`config.mk`:
```
export PLATFORM = sky130hd
export DESIGN_NAME = qs_stream_feeder_flat
export DESIGN_NICKNAME = d
export VERILOG_FILES = /design/src/rtl/qs_stream_feeder_if.sv /design/src/rtl/qs_stream_feeder.sv /design/src/flat_wrapper.sv
export SDC_FILE = /design/constraint.sdc
export NUM_CORES = 1
export LEC_CHECK = 0
export ABC_AREA = 1
export BUFFER_PORTS_ARGS = -buffer_cell sky130_fd_sc_hd__buf_2
export CORE_MARGIN = 2
export CORE_UTILIZATION = 45
export DETAILED_ROUTE_END_ITERATION = 10
export MAX_ROUTING_LAYER = met4
export PLACE_DENSITY = 0.66
export REMOVE_ABC_BUFFERS = 1
export SYNTH_ARGS = -nofsm -noshare
export SYNTH_HDL_FRONTEND = slang
export SYNTH_SLANG_ARGS = --single-unit
```
`constraint.sdc`:
```
create_clock -name axis_clk -period 9.7 [get_ports axis_clk]
set_input_delay 0.485 -clock axis_clk [delete_from_list [all_inputs] [get_ports axis_clk]]
set_output_delay 0.485 -clock axis_clk [all_outputs]
set_load 0.02 [all_outputs]
```
`src/rtl/qs_stream_feeder_if.sv`:
```
// Host-write and sorter-stream signals for qs_stream_feeder.
// The master side is the host/sorter environment; the slave side is the feeder.
interface qs_stream_feeder_if #(
  parameter int pDATA_WIDTH = 32,
  parameter int pDEPTH      = 16
) ();
  localparam int CW = $clog2(pDEPTH) + 1;

  logic                   wr_valid;
  logic [pDATA_WIDTH-1:0] wr_data;
  logic                   wr_ready;
  logic                   clear;
  logic                   ss_tvalid;
  logic [pDATA_WIDTH-1:0] ss_tdata;
  logic                   ss_tlast;
  logic                   ss_tready;
  logic [CW-1:0]          fifo_count;
  logic                   frame_done;

  modport master (
    output wr_valid, wr_data, clear, ss_tready,
    input  wr_ready, ss_tvalid, ss_tdata, ss_tlast, fifo_count, frame_done
  );

  modport slave (
    input  wr_valid, wr_data, clear, ss_tready,
    output wr_ready, ss_tvalid, ss_tdata, ss_tlast, fifo_count, frame_done
  );
endinterface

```
`src/rtl/qs_stream_feeder.sv`:
```
// Show-ahead FIFO that feeds a sorter in fixed-length frames with tlast/frame_done.
// Optional macro QS_FEEDER_FRAME_HOLD_EN: withhold a frame until it is fully buffered.
module qs_stream_feeder #(
  parameter int pDATA_WIDTH = 32,
  parameter int pDEPTH      = 16,
  parameter int pFRAME_LEN  = 10
) (
  input  logic               axis_clk,
  input  logic               axis_rst,
  qs_stream_feeder_if.slave  bus
);
  localparam int PW = $clog2(pDEPTH);
  localparam int CW = PW + 1;

  localparam logic [0:0] IDLE   = 1'b0;
  localparam logic [0:0] STREAM = 1'b1;

  localparam logic [CW-1:0] DEPTH_C  = CW'(pDEPTH);
  localparam logic [5:0]    LAST_IDX = 6'(pFRAME_LEN - 1);

  logic [pDATA_WIDTH-1:0] mem_q [pDEPTH];
  logic [PW-1:0]          wr_ptr_q, wr_ptr_d;
  logic [PW-1:0]          rd_ptr_q, rd_ptr_d;
  logic [CW-1:0]          count_q, count_d;
  logic [5:0]             word_idx_q, word_idx_d;
  logic [0:0]             state_q, state_d;
  logic                   frame_done_q, frame_done_d;

  logic empty, wr_ready, tvalid, tlast, push, pop;

  assign empty    = (count_q == '0);
  assign wr_ready = (count_q < DEPTH_C);

`ifdef QS_FEEDER_FRAME_HOLD_EN
  // At a frame boundary nothing is offered until a whole frame is buffered.
  assign tvalid = (state_q == IDLE) ? (32'(count_q) >= 32'(pFRAME_LEN)) : !empty;
`else
  assign tvalid = !empty;
`endif

  assign tlast = tvalid && (word_idx_q == LAST_IDX);
  assign push  = bus.wr_valid && wr_ready && !bus.clear;
  assign pop   = tvalid && bus.ss_tready && !bus.clear;

  assign bus.wr_ready   = wr_ready;
  assign bus.ss_tvalid  = tvalid;
  assign bus.ss_tlast   = tlast;
  // Storage is never reset, so the head is masked until something is written.
  assign bus.ss_tdata   = empty ? '0 : mem_q[rd_ptr_q];
  assign bus.fifo_count = count_q;
  assign bus.frame_done = frame_done_q;

  always_comb begin
    wr_ptr_d     = wr_ptr_q;
    rd_ptr_d     = rd_ptr_q;
    count_d      = count_q;
    word_idx_d   = word_idx_q;
    state_d      = state_q;
    frame_done_d = 1'b0;
    if (bus.clear) begin
      wr_ptr_d   = '0;
      rd_ptr_d   = '0;
      count_d    = '0;
      word_idx_d = '0;
      state_d    = IDLE;
    end else begin
      if (push) wr_ptr_d = wr_ptr_q + PW'(1);
      if (pop)  rd_ptr_d = rd_ptr_q + PW'(1);
      case ({push, pop})
        2'b10:   count_d = count_q + CW'(1);
        2'b01:   count_d = count_q - CW'(1);
        default: count_d = count_q;
      endcase
      if (pop) begin
        frame_done_d = tlast;
        if (tlast) begin
          word_idx_d = '0;
          state_d    = IDLE;
        end else begin
          word_idx_d = word_idx_q + 6'd1;
          state_d    = STREAM;
        end
      end
    end
  end

  always_ff @(posedge axis_clk or posedge axis_rst) begin
    if (axis_rst) begin
      wr_ptr_q     <= '0;
      rd_ptr_q     <= '0;
      count_q      <= '0;
      word_idx_q   <= '0;
      state_q      <= IDLE;
      frame_done_q <= 1'b0;
    end else begin
      wr_ptr_q     <= wr_ptr_d;
      rd_ptr_q     <= rd_ptr_d;
      count_q      <= count_d;
      word_idx_q   <= word_idx_d;
      state_q      <= state_d;
      frame_done_q <= frame_done_d;
    end
  end

  always_ff @(posedge axis_clk) begin
    if (push) mem_q[wr_ptr_q] <= bus.wr_data;
  end
endmodule
```
`src/flat_wrapper.sv`:
```
// flat-port wrapper written by rule: the top's interface ports become plain ports
module qs_stream_feeder_flat 
#(
  parameter int pDATA_WIDTH = 32,
  parameter int pDEPTH      = 16,
  parameter int pFRAME_LEN  = 10
)
  (axis_clk, axis_rst, bus_wr_valid, bus_wr_data, bus_clear, bus_ss_tready, bus_wr_ready, bus_ss_tvalid, bus_ss_tdata, bus_ss_tlast, bus_fifo_count, bus_frame_done);
  qs_stream_feeder_if #(.pDATA_WIDTH(pDATA_WIDTH), .pDEPTH(pDEPTH)) bus_i ();
  input  logic axis_clk;
  input  logic axis_rst;
  input wire logic [$bits(bus_i.wr_valid)-1:0] bus_wr_valid;
  input wire logic [$bits(bus_i.wr_data)-1:0] bus_wr_data;
  input wire logic [$bits(bus_i.clear)-1:0] bus_clear;
  input wire logic [$bits(bus_i.ss_tready)-1:0] bus_ss_tready;
  output wire logic [$bits(bus_i.wr_ready)-1:0] bus_wr_ready;
  output wire logic [$bits(bus_i.ss_tvalid)-1:0] bus_ss_tvalid;
  output wire logic [$bits(bus_i.ss_tdata)-1:0] bus_ss_tdata;
  output wire logic [$bits(bus_i.ss_tlast)-1:0] bus_ss_tlast;
  output wire logic [$bits(bus_i.fifo_count)-1:0] bus_fifo_count;
  output wire logic [$bits(bus_i.frame_done)-1:0] bus_frame_done;
  assign bus_i.wr_valid = bus_wr_valid;
  assign bus_i.wr_data = bus_wr_data;
  assign bus_i.clear = bus_clear;
  assign bus_i.ss_tready = bus_ss_tready;
  assign bus_wr_ready = bus_i.wr_ready;
  assign bus_ss_tvalid = bus_i.ss_tvalid;
  assign bus_ss_tdata = bus_i.ss_tdata;
  assign bus_ss_tlast = bus_i.ss_tlast;
  assign bus_fifo_count = bus_i.fifo_count;
  assign bus_frame_done = bus_i.frame_done;
  qs_stream_feeder #(.pDATA_WIDTH(pDATA_WIDTH), .pDEPTH(pDEPTH), .pFRAME_LEN(pFRAME_LEN)) u_core (.axis_clk(axis_clk), .axis_rst(axis_rst), .bus(bus_i));
endmodule
```
### Yosys cells after proc, flatten, opt, wreduce, memory -nomap -nowiden

Memory sizes are Yosys's and may differ from the RTL's.
Index checks and enable logic that the tools add are counted.

| word-level totals | value |
|---|---|
| register bits | 20 |
| bits in writable memories | 512 |
| input bits | 37 |
| output and inout bits | 41 |
| word-level logic and storage cells | 40 |
| memories kept | 1 |

Memory list:

| memory | words | bits a word | read ports | clocked after memory_dff | write ports | RTL line | RTL |
|---|---|---|---|---|---|---|---|
| u_core.mem_q | 16 | 32 | 1 | 0 | 1 | qs_stream_feeder.sv:21 | `logic [pDATA_WIDTH-1:0] mem_q [pDEPTH];` |

| operators by class | value |
|---|---|
| add/sub/neg operators | 5 |
| order comparisons | 1 |
| equality and inequality tests | 3 |
| muxes and demuxes | 14 |
| reductions and logical operators | 11 |

Operators with widths:

| kind | number |
|---|---|
| $mux 32 | 1 |
| $mux 6 | 3 |
| $mux 4 | 4 |
| $pmux 5 s2 | 1 |
| $add 4x1->4 const B | 2 |
| $add 6x1->6 const B | 1 |
| $eq 6x4->1 const B | 1 |
| $add 5x1->5 const B | 1 |
| $logic_and 1x1->1 | 5 |
| $logic_not 5->1 | 1 |
| $lt 5x5->1 const B | 1 |
| $mux 5 | 1 |
| $sub 5x1->5 const B | 1 |
| $mux 1 | 4 |
| $reduce_bool 2->1 | 2 |
| $reduce_bool 3->1 | 1 |
| $eq 2x1->1 const B | 1 |
| $eq 2x2->1 const B | 1 |
| $logic_not 1->1 | 2 |

### Longest topological paths before layout

| depth | value |
|---|---|
| depth after elaboration | 7 |
| depth in mapped cells | 14 |
| depth with buffers taken out | 14 |

### Worst setup path before layout

OpenSTA, ideal clock, no wires.

| path | value |
|---|---|
| kind | reg2reg |
| from | reg u_core.count_q[4] (netlist: u_core.bus.fifo_count[4]) |
| to | mem u_core.mem_q[1][0], enable pin |
| library setup time | 0.461 ns |
| data arrival time | 3.349 ns |
| required time | 9.239 ns |
| path slack | 5.890 ns |
| stages on the path, launching flop included | 6 |
| path buffers | 0 |
| clock period less this slack | 3.810 ns |
| cell sequence | dfrtp_1 inv_2 nand2_1 nor2_1 clkinv_1 nor3_1 |

| between the ends | value |
|---|---|
| cells in the longest elaborated chain, start to end | 5 |

Ends and longest elaborated chain:

| item | RTL line | RTL |
|---|---|---|
| start, declared | qs_stream_feeder.sv:24 | `logic [CW-1:0] count_q, count_d;` |
| start signal, assigned | qs_stream_feeder.sv:98 | `count_q <= count_d;` |
| $lt 5x5->1 | qs_stream_feeder.sv:32 | `assign wr_ready = (count_q < DEPTH_C);` |
| via bus_wr_ready | flat_wrapper.sv:16 | `output wire logic [$bits(bus_i.wr_ready)-1:0] bus_wr_ready;` |
| $logic_and 1x1->1 (2 in a row) | qs_stream_feeder.sv:42 | `assign push = bus.wr_valid && wr_ready && !bus.clear;` |
| $mux 1 | qs_stream_feeder.sv:106 | `if (push) mem_q[wr_ptr_q] <= bus.wr_data;` |
| $mux 1 (not written as such) | qs_stream_feeder.sv:106 |  |
| end, declared | qs_stream_feeder.sv:21 |  |

The timed path passes the listed nets, and every way through them passes these cells.

### Worst setup path after layout

| path | value |
|---|---|
| from | reg u_core.rd_ptr_q[0] |
| to | out bus_ss_tdata[14] |

| between the ends | value |
|---|---|
| cells in the longest elaborated chain, start to end | 2 |

Ends and longest elaborated chain:

| item | RTL line | RTL |
|---|---|---|
| start, declared | qs_stream_feeder.sv:23 | `logic [PW-1:0] rd_ptr_q, rd_ptr_d;` |
| start signal, assigned | qs_stream_feeder.sv:97 | `rd_ptr_q <= rd_ptr_d;` |
| $mem_v2 16x32 | n/a |  |
| $mux 32 | qs_stream_feeder.sv:49 | `assign bus.ss_tdata = empty ? '0 : mem_q[rd_ptr_q];` |
| end, declared | flat_wrapper.sv:18 | `output wire logic [$bits(bus_i.ss_tdata)-1:0] bus_ss_tdata;` |

Every way passes these cells.

==> impl_metrics.toml <==
[grt]
grt_first_pass_wirelength_mm = 75.9
grt_pass1_vias = 12800
grt_antenna_before_repair = 0
grt_start_max_net_pins = 187
track_usage = 0.207
grt.overflow.total = 0

[setup_path]
worstReg2RegEnd = "u_core.rd_ptr_q[3]"
crit_cells = 9
cp_top_family = "buffers and inverters"
crit_top_cell = "nand2_1"
critPathMaxFanout = 186
cp_data_arrival_time_ns = 3.86
path_class = "reg2out"
endpoint_kind = "output port"
rr_worst_depth = 6
startpoint_type = "flop"
cpPeakStageDelay_ns = 0.84
critPathSlowestCell = "buf_12"
critPathLaunch = "u_core.rd_ptr_q[0]"
cp-endpoint = "bus_ss_tdata[14]"
r2r_slack_ns = 6.84
r2r-start = "u_core.rd_ptr_q[1]"
crit_buf_inv = 3
cp.required_ns = 9.22
crit_path_cell_trace = "buf_4 -> buf_12 -> o21ai_1 -> o22ai_1 -> nand2_1 -> o211ai_1 -> nand2_1 -> nor2_1 -> buf_2"

[floorplan]
die_w_microns = 222
core_area_sq_mm = 0.0468
ios = 78
start_util = 0.457
die_y_microns = 222
dieArea_sq_mm = 0.0492
num_rows = 79

[placement]
place_ws_ns = 5.99
post-dp-hpwl_mm = 25.1
placed_area_sq_mm = 0.0223
io_buffers = 77
place_congestion = 0.758

[timing]
setup_violations = 0
period_needed_ns = 4.35
rsz0062_at_grt = "no"
period_share = 0.448
slew_headroom = 0.299
worst_pin_slew_ns = 1.05
hold_violations = 0
setup_tns_ns = 0
worst_slack_ns = 5.35
max_freq_ghz = 0.230
clock_skew_ns = 0.0140
drv_slew = 0

[routing]
drt_iter0_markers = 1246
num_vias = 12800
routed_wl_mm = 49.6
drc = 0
wl_per_cell_microns = 22.1
firstDrtPassIters = 5
viasPerCell = 5.69
antenna_left = 0

[power]
clockPowerShare = 0.315
p_int_mw = 4.21
peakVddDrop_uv = 314
pwr-share-seq = 0.419
power_frac_comb = 0.266
p_switching_mw = 2.02
power.density_cell_area_mw_per_mm2 = 260
p_leak_nw = 8.41
p_sw_frac = 0.325

[clock_network]
htree_levels = 2
clkSinkCount = 532
cts_resized = 0
numCtsBuffers = 54
cts_setup_buffers = 0
clk_latency_ns = 0.59
cts_tree = "yes"
hold_buffers = 0
cts-root-buf = "clkbuf_16"
clkTransAtPathRegs_ns = 0.06
clockBufferDepth = 3

[yosys]
ys_types = 40
synthArstFlopShare = 0.0376
synth_most_common_cell = "edfxtp_1"
ys_warn_count = 0
yosysSeqAreaShare = 0.743
yosys-top-cells-area = "edfxtp_1 72%, nand2_1 4.5%, mux2i_1 4.5%"
synth-edff-count = 512
synth_area_per_cell_sq_um = 14.1
synth_top_area_share = 0.720
syn_inst = 1515
syn-cell-area_sq_mm = 0.0214
synth_top_area_cell = "edfxtp_1"
yosys-top-cells-count = "512 x edfxtp_1, 258 x nand2_1, 144 x nor2_1, 100 x a21oi_1, 96 x mux2i_1"
synth.ff_latch_count = 532
synth_flop_cell = "edfxtp_1"

[layout]
drive_gt1_frac = 0.131
post-route-cell-area_sq_mm = 0.0239
antennaDiodeCount = 0
fillers = 3869
final_util = 0.512
fin_nets = 1635
area_delta_synth_final_pct = 12.1

[flow_run]
cap_violations = 0

[worst_hold_path]
min_path_type = "in2async"

[outcome]
status = "finished clean"
## metrics by stage
| stage | hold WS [ns] | power [mW] | std cells |
|---|---|---|---|
| detailed placement | 0.475 | 4.33 | 2140 |
| global placement | 0.465 | 4.31 | 2140 |
| global route | 0.126 | 6.53 | 2242 |
| finish | 0.0378 | 6.23 | 2242 |
| floorplan | 0.449 | 3.91 | 1424 |
| CTS | 0.0581 | 6.28 | 2242 |
## layout make-up
class                      count  area (sq um)  area share
multi-input combinational    856          4860       0.203
clock buffer                  74          1480      0.0616
inverter                      36           138     0.00575
timing repair buffer         109           638      0.0266
tap                          607           759      0.0317
sequential                   532         15900       0.663
clock inverter                28           191     0.00799
## flip-flops by register name, indices dropped and copies added, names as in the netlist
register and flops:
u_core.wr_ptr_q 4, u_core.bus.fifo_count 5, u_core.word_idx_q 6, u_core.rd_ptr_q 4, u_core.mem_q 512, u_core.bus.frame_done 1
## power groups by stage
stage,Combinational [mW],Sequential (mW),Clock (mW)
after floorplan,1.12,2.79,0
after global placement,1.65,2.66,0
after detailed placement,1.67,2.66,0
after CTS,1.68,2.61,1.99
after global routing,1.83,2.62,2.08
final,1.66,2.61,1.96
## placed cells by master, fill, tap and decap left out, types with 3 or more instances in the layout
| master | count |
|---|---|
| buf_4 | 31 |
| clkinv_1 | 19 |
| buf_2 | 77 |
| a21oi_1 | 100 |
| inv_1 | 26 |
| a221oi_1 | 32 |
| edfxtp_1 | 512 |
| xor2_1 | 3 |
| clkbuf_8 | 5 |
| clkinv_2 | 3 |
| o221ai_1 | 32 |
| o21ai_1 | 32 |
| nor2_4 | 5 |
| mux2i_1 | 96 |
| nand2_1 | 257 |
| o211ai_1 | 32 |
| clkbuf_16 | 54 |
| nand3_1 | 8 |
| o22ai_1 | 35 |
| ha_1 | 9 |
| nand4_1 | 4 |
| nor2_1 | 140 |
| clkbuf_1 | 15 |
| inv_2 | 8 |
| o21ai_0 | 44 |
| dfrtp_1 | 17 |
| nor3_2 | 12 |
## cell families (layout without fill, tap and decap cells)
logic type,count (synthesis),in the layout,share of synthesized area
AOI/OAI and AO/OA,313,313,0.0917
adders and majority gates,9,9,0.00527
DFF,532,532,0.743
buffers and inverters,127,247,0.0336
and+or+nand+nor,433,433,0.0794
muxes,96,96,0.0450
xor gates and xnor gates,5,5,0.00205
## how the worst min path moves through the flow
| stage | from | slack [ns] | cells past startpoint | endpoint |
|---|---|---|---|---|
| 2_1_floorplan | axis_rst | 0.45 | 1 | u_core.bus.fifo_count[0] |
| 3_3_place_gp | u_core.rd_ptr_q[3] | 0.46 | 1 | u_core.rd_ptr_q[3] |
| 3_5_place_dp | u_core.rd_ptr_q[3] | 0.47 | 1 | u_core.rd_ptr_q[3] |
| 4_1_cts | axis_rst | 0.06 | 2 | u_core.bus.fifo_count[4] |
| 5_1_grt | axis_rst | 0.13 | 2 | u_core.bus.fifo_count[4] |
| 6_report | axis_rst | 0.04 | 2 | u_core.bus.fifo_count[4] |
## per-layer routing
layer	wire, microns	vias up	share of wire	track usage
met1	21700	6420	0.44	0.278
met4	1100	0	0.022	0.0639
met3	3290	81	0.066	0.0366
li1	-	5809	-	-
met5	0	-	0	-
met2	23500	440	0.47	0.323
Note: power is estimated with default switching activity, not from simulation.
